### src/rtl/zxuno_reg_master.sv
// Bus initiator for the ZXUNO two-port register scheme: selects a register through
// IOADDR, then reads or writes it through IODATA, optionally skipping the select.
module zxuno_reg_master #(
    parameter logic [15:0] IOADDR     = 16'hFC3B,
    parameter logic [15:0] IODATA     = 16'hFD3B,
    parameter int          SETUP_CYC  = 1,
    parameter int          STROBE_CYC = 2,
    parameter int          HOLD_CYC   = 1,
    parameter int          ADDR_CACHE = 1
) (
    input  logic        clk,
    input  logic        rst,
    input  logic        req,
    input  logic        we,
    input  logic [7:0]  regnum,
    input  logic [7:0]  wdata,
    output logic        busy,
    output logic        done,
    output logic [7:0]  rdata,
    output logic [15:0] a_out,
    output logic        iorq_n,
    output logic        rd_n,
    output logic        wr_n,
    output logic [7:0]  d_out,
    output logic        d_oe,
    input  logic [7:0]  d_in
);

    typedef enum logic [2:0] {
        IDLE, A_SETUP, A_STROBE, A_HOLD, D_SETUP, D_STROBE, D_HOLD, DONE
    } state_t;

    localparam logic [3:0] SETUP_LD  = 4'(SETUP_CYC - 1);
    localparam logic [3:0] STROBE_LD = 4'(STROBE_CYC - 1);
    localparam logic [3:0] HOLD_LD   = 4'(HOLD_CYC - 1);

    state_t     state, state_next;
    logic [3:0] cnt, cnt_next;
    logic       we_q;
    logic [7:0] reg_q, wdata_q, cache_q;
    logic       cache_valid;
    logic       cache_hit;
    logic       phase_end;

    assign cache_hit = (ADDR_CACHE != 0) && cache_valid && (cache_q == regnum);
    assign phase_end = (cnt == 4'd0);

    always_ff @(posedge clk) begin
        if (rst) begin
            state <= IDLE;
            cnt   <= 4'd0;
        end else begin
            state <= state_next;
            cnt   <= cnt_next;
        end
    end

    // The counter is reloaded on each phase entry so every phase lasts exactly its parameter.
    always_comb begin
        state_next = state;
        cnt_next   = cnt;
        case (state)
            IDLE: begin
                if (req) begin
                    state_next = cache_hit ? D_SETUP : A_SETUP;
                    cnt_next   = SETUP_LD;
                end
            end
            A_SETUP: begin
                if (phase_end) begin
                    state_next = A_STROBE;
                    cnt_next   = STROBE_LD;
                end else begin
                    cnt_next = cnt - 4'd1;
                end
            end
            A_STROBE: begin
                if (phase_end) begin
                    state_next = A_HOLD;
                    cnt_next   = HOLD_LD;
                end else begin
                    cnt_next = cnt - 4'd1;
                end
            end
            A_HOLD: begin
                if (phase_end) begin
                    state_next = D_SETUP;
                    cnt_next   = SETUP_LD;
                end else begin
                    cnt_next = cnt - 4'd1;
                end
            end
            D_SETUP: begin
                if (phase_end) begin
                    state_next = D_STROBE;
                    cnt_next   = STROBE_LD;
                end else begin
                    cnt_next = cnt - 4'd1;
                end
            end
            D_STROBE: begin
                if (phase_end) begin
                    state_next = D_HOLD;
                    cnt_next   = HOLD_LD;
                end else begin
                    cnt_next = cnt - 4'd1;
                end
            end
            D_HOLD: begin
                if (phase_end) begin
                    state_next = DONE;
                    cnt_next   = 4'd0;
                end else begin
                    cnt_next = cnt - 4'd1;
                end
            end
            DONE: begin
                state_next = IDLE;
                cnt_next   = 4'd0;
            end
            default: begin
                state_next = IDLE;
                cnt_next   = 4'd0;
            end
        endcase
    end

    always_ff @(posedge clk) begin
        if (rst) begin
            we_q        <= 1'b0;
            reg_q       <= 8'h00;
            wdata_q     <= 8'h00;
            cache_q     <= 8'h00;
            cache_valid <= 1'b0;
            rdata       <= 8'h00;
        end else begin
            if (state == IDLE && req) begin
                we_q    <= we;
                reg_q   <= regnum;
                wdata_q <= wdata;
            end
            if (state == A_HOLD && phase_end) begin
                cache_q     <= reg_q;
                cache_valid <= 1'b1;
            end
            if (state == D_STROBE && phase_end && !we_q) begin
                rdata <= d_in;
            end
        end
    end

    // Outputs are pure state decodes, so address/data only move on phase changes with strobes high.
    always_comb begin
        busy   = (state != IDLE);
        done   = (state == DONE);
        a_out  = 16'h0000;
        d_out  = 8'h00;
        d_oe   = 1'b0;
        iorq_n = 1'b1;
        rd_n   = 1'b1;
        wr_n   = 1'b1;
        case (state)
            A_SETUP, A_HOLD: begin
                a_out = IOADDR;
                d_out = reg_q;
                d_oe  = 1'b1;
            end
            A_STROBE: begin
                a_out  = IOADDR;
                d_out  = reg_q;
                d_oe   = 1'b1;
                iorq_n = 1'b0;
                wr_n   = 1'b0;
            end
            D_SETUP, D_HOLD: begin
                a_out = IODATA;
                if (we_q) begin
                    d_out = wdata_q;
                    d_oe  = 1'b1;
                end
            end
            D_STROBE: begin
                a_out  = IODATA;
                iorq_n = 1'b0;
                if (we_q) begin
                    d_out = wdata_q;
                    d_oe  = 1'b1;
                    wr_n  = 1'b0;
                end else begin
                    rd_n = 1'b0;
                end
            end
            default: begin
            end
        endcase
    end

endmodule

### config.mk
export PLATFORM = sky130hd
export DESIGN_NAME = zxuno_reg_master
export DESIGN_NICKNAME = d
export VERILOG_FILES = /design/src/rtl/zxuno_reg_master.sv
export SDC_FILE = /design/constraint.sdc
export NUM_CORES = 1
export LEC_CHECK = 0
export CAP_MARGIN = 20
export CORE_UTILIZATION = 46
export DETAILED_ROUTE_END_ITERATION = 10
export GPL_ROUTABILITY_DRIVEN = 0
export PLACE_DENSITY = 0.8
export SYNTH_ARGS = -nofsm -noshare
export SYNTH_HDL_FRONTEND = slang
export SYNTH_SLANG_ARGS = --single-unit
### constraint.sdc
create_clock -name clk -period 2.23 [get_ports clk]
set_input_delay 0.223 -clock clk [delete_from_list [all_inputs] [get_ports clk]]
set_output_delay 0.223 -clock clk [all_outputs]
set_load 0.005 [all_outputs]
==> impl_results.md <==
* CP required at ~2 ns
* Endpoint type of the worst setup path: primary output
* DR vias at 1731
* Hold Path Cell Cnt at 2
* Layout cells sized above 1 at 0.08997
* Setup CP Type: reg -> out
* Total CTS buffers at 5
* Post-Syn Area at 0.002001 mm2
* WP data arrival at 1.88 ns
* Async SR Flop Fraction at 0
* Die W at about 68 um
* Clock latency on the worst-skew pair at 0.29 ns
* Post-synth top area cell: dfxtp_1
* Max Fclk at 476.1 MHz
* Status: complete, no violations
* Layout Skew at between 0.003 and 0.004 ns
* CTS root buffer: clkbuf_8
* TNS Setup at 0 ns
* Max rail drop VDD at 0.4613 mV
* Synth-to-Final Area Change at 33.58%
* Share of the synthesized area in the top cell type at 0.4103
* Max Slew Vio Count at 0
* Syn_area_per_cell at 8.477 um2
* Crit path cell chain: nand2_1, and2_1, or2_2, clkdlybuf4s50_1
* Post-route cell area at 0.002673 mm2
* Post-synth EDFFs at 0
* Number of distinct library cells after synthesis at between 40 and 50
* Pin count of the biggest net entering global routing at 24
* Final ANT Viol Nets at 0
* Top cells by area, synth: dfxtp_1 (41%), mux2i_1 (8.0%), nand2_1 (7.5%)
* Longest Clk Path Bufs at 2
* Wire length per cell at 12.35 um
* H-tree depth at 2
* DRC Markers at 0
* DR iter-0 viols at ~130
* Clock-pin slew on the worst setup and hold paths at roughly 0.070 ns
* Global Route Usage Sum at 0.1905
* Slowest cell on crit path: clkdlybuf4s50_1
* Startpoint types: flip-flop
* Routed WL at around 4200 um
* Synth warn at 0
* First-pass GRT wire length at roughly 6600 um
* Top cells by count, synth: dfxtp_1 (41), nand2_1 (40), nor2_1 (31)
* Synthesized flop and latch total at 41
* Height of the die at around 68 um
* Detailed Routing Iterations Pass 1 at 4
* DR vias/cell at approximately 5.1
* Sequential-to-total area share from yosys stat at 0.4103
* Static leakage at ~1.1 nW
* Num ports at 66
* Post-DP HPWL at between 3000 and 4000 um
* Fin crit period at ~2.1 ns
* Count leader, synth: dfxtp_1
* CTS tree: done
* Diodes inserted at 0
* Tcrit/Tclk final at 0.9419
* Max_cap viols at 0
* Post-Syn Instances at approximately 240
* Dominant synthesized flop cell: dfxtp_1
* Post-CTS setup buffers at 0
* Unrepaired setup endpoints after global routing: false
* Reg2reg path depth at 7
* Hold Vio Cnt, Final at 0
* Clock sink total at between 40 and 50
* DP Area at about 0.0026 mm2
* IO Port Bufs at 61
* Initial antenna violation count at 0
* Crit-path max cell delay at between 0.4 and 0.5 ns
* Initial Util at 0.4896
* # nets final at approximately 320
* GRT Residual Overflow at 0
* Final setup viols at 0
* Die footprint at ~0.0046 mm2
* FILL cells at between 300 and 400
* Critical Path Fanout Max at 15
* Core Area at around 0.0041 mm2
* P per Cell Area at 1019 mW/mm2
* Vias in the first global route at ~1400
* Worst min path class: reg -> reg
* Standard-cell rows at 23
[through the flow]
step / setup slack, ns / std cells / hold slack, ns / utilization / power (mW)
final: 0.1296 / 339 / 0.4605 / 0.6540 / 2.723
after global routing: 0.008180 / 339 / 0.4795 / 0.6540 / 2.938
after CTS: 0.02961 / 339 / 0.4620 / 0.6531 / 2.740
after detailed placement: 0.2193 / 332 / 0.4514 / 0.6307 / 2.247
after global placement: 0.2831 / 332 / 0.4402 / 0.6307 / 2.219
after floorplan: 0.5247 / 239 / 0.3590 / - / 1.799
[registers in the layout (all words and copies together) (netlist names)]
signal / flops
rdata: 8
we_q: 1
reg_q: 8
cache_q: 8
state: 3
cache_valid: 1
cnt: 4
wdata_q: 8
[final timing paths]
kind              slack [ns]                     from                      end
setup / recovery        0.13    state[0]$_SDFFE_PP0P_                a_out[10]
hold / removal          0.46  wdata_q[4]$_SDFFE_PP0P_  wdata_q[4]$_SDFFE_PP0P_
hold reg to reg         0.46  wdata_q[4]$_SDFFE_PP0P_  wdata_q[4]$_SDFFE_PP0P_
setup reg to reg        0.41      cnt[0]$_SDFFE_PP0N_  cache_q[1]$_SDFFE_PP0P_
[metal layers]
metal | GRT usage | wire length, um
met2 | 0.2880 | 1958
met4 | 0.06771 | 53
met5 | 0 | 0
met1 | 0.2620 | 1940
met3 | 0.04500 | 234
[worst max-delay path, delay by kind of cell, from the launching register on]
kind,cells,cell delay [ns]
buffers and inverters,1,0.47
DFF,1,0.42
and+or+nand+nor,3,0.69
[cells by family after synthesis]
logic type                 count (synthesis)  share of synthesized area
DFF                                       41                     0.4103
and+or+nand+nor                           95                     0.2176
buffers and inverters                     30                    0.09318
muxes                                     16                    0.08005
other                                      1                   0.001874
xor gates and xnor gates                  10                    0.04378
AOI/OAI and AO/OA                         41                     0.1407
adders and majority gates                  2                    0.01251
[area by class of cell]
class                           instances  area, um2  area share
Clock buffer                            6      82.58     0.03090
Clock inverter                          1      7.507    0.002809
Inverter                                3      11.26    0.004213
Multi-Input combinational cell        168       1006      0.3764
Sequential cell                        41      824.5      0.3085
Tap cell                               50      62.56     0.02341
Timing Repair Buffer                   70      678.2      0.2537
[report_power, final]
part	total [mW]	switching [mW]	internal, mW	leakage [nW]
logic	1.28	0.595	0.686	0.708
registers	0.955	0.107	0.848	0.334
clock network	0.487	0.242	0.244	0.0433
[what timing repair did]
item	4_1_cts	5_1_grt
gates resized for setup	1	2
hold buffers	0	0
endpoints found under the setup margin	20	20
[cell usage in the layout (no fill, tap or decap), types with 2 or more instances in the layout]
master	synthesis	routed
a211oi_1	2	2
a21oi_1	22	22
a22o_1	8	8
and2_1	3	3
buf_4	15	9
clkbuf_8	0	6
clkdlybuf4s50_1	0	61
conb_1	1	4
dfxtp_1	41	40
ha_1	2	2
inv_1	3	3
mux2i_1	16	16
nand2_1	40	40
nor2_1	31	31
nor2_2	2	2
nor3_1	3	3
nor4_1	2	2
o21ai_0	2	2
xor2_1	9	9
Note: power is estimated with default switching activity, not from simulation.
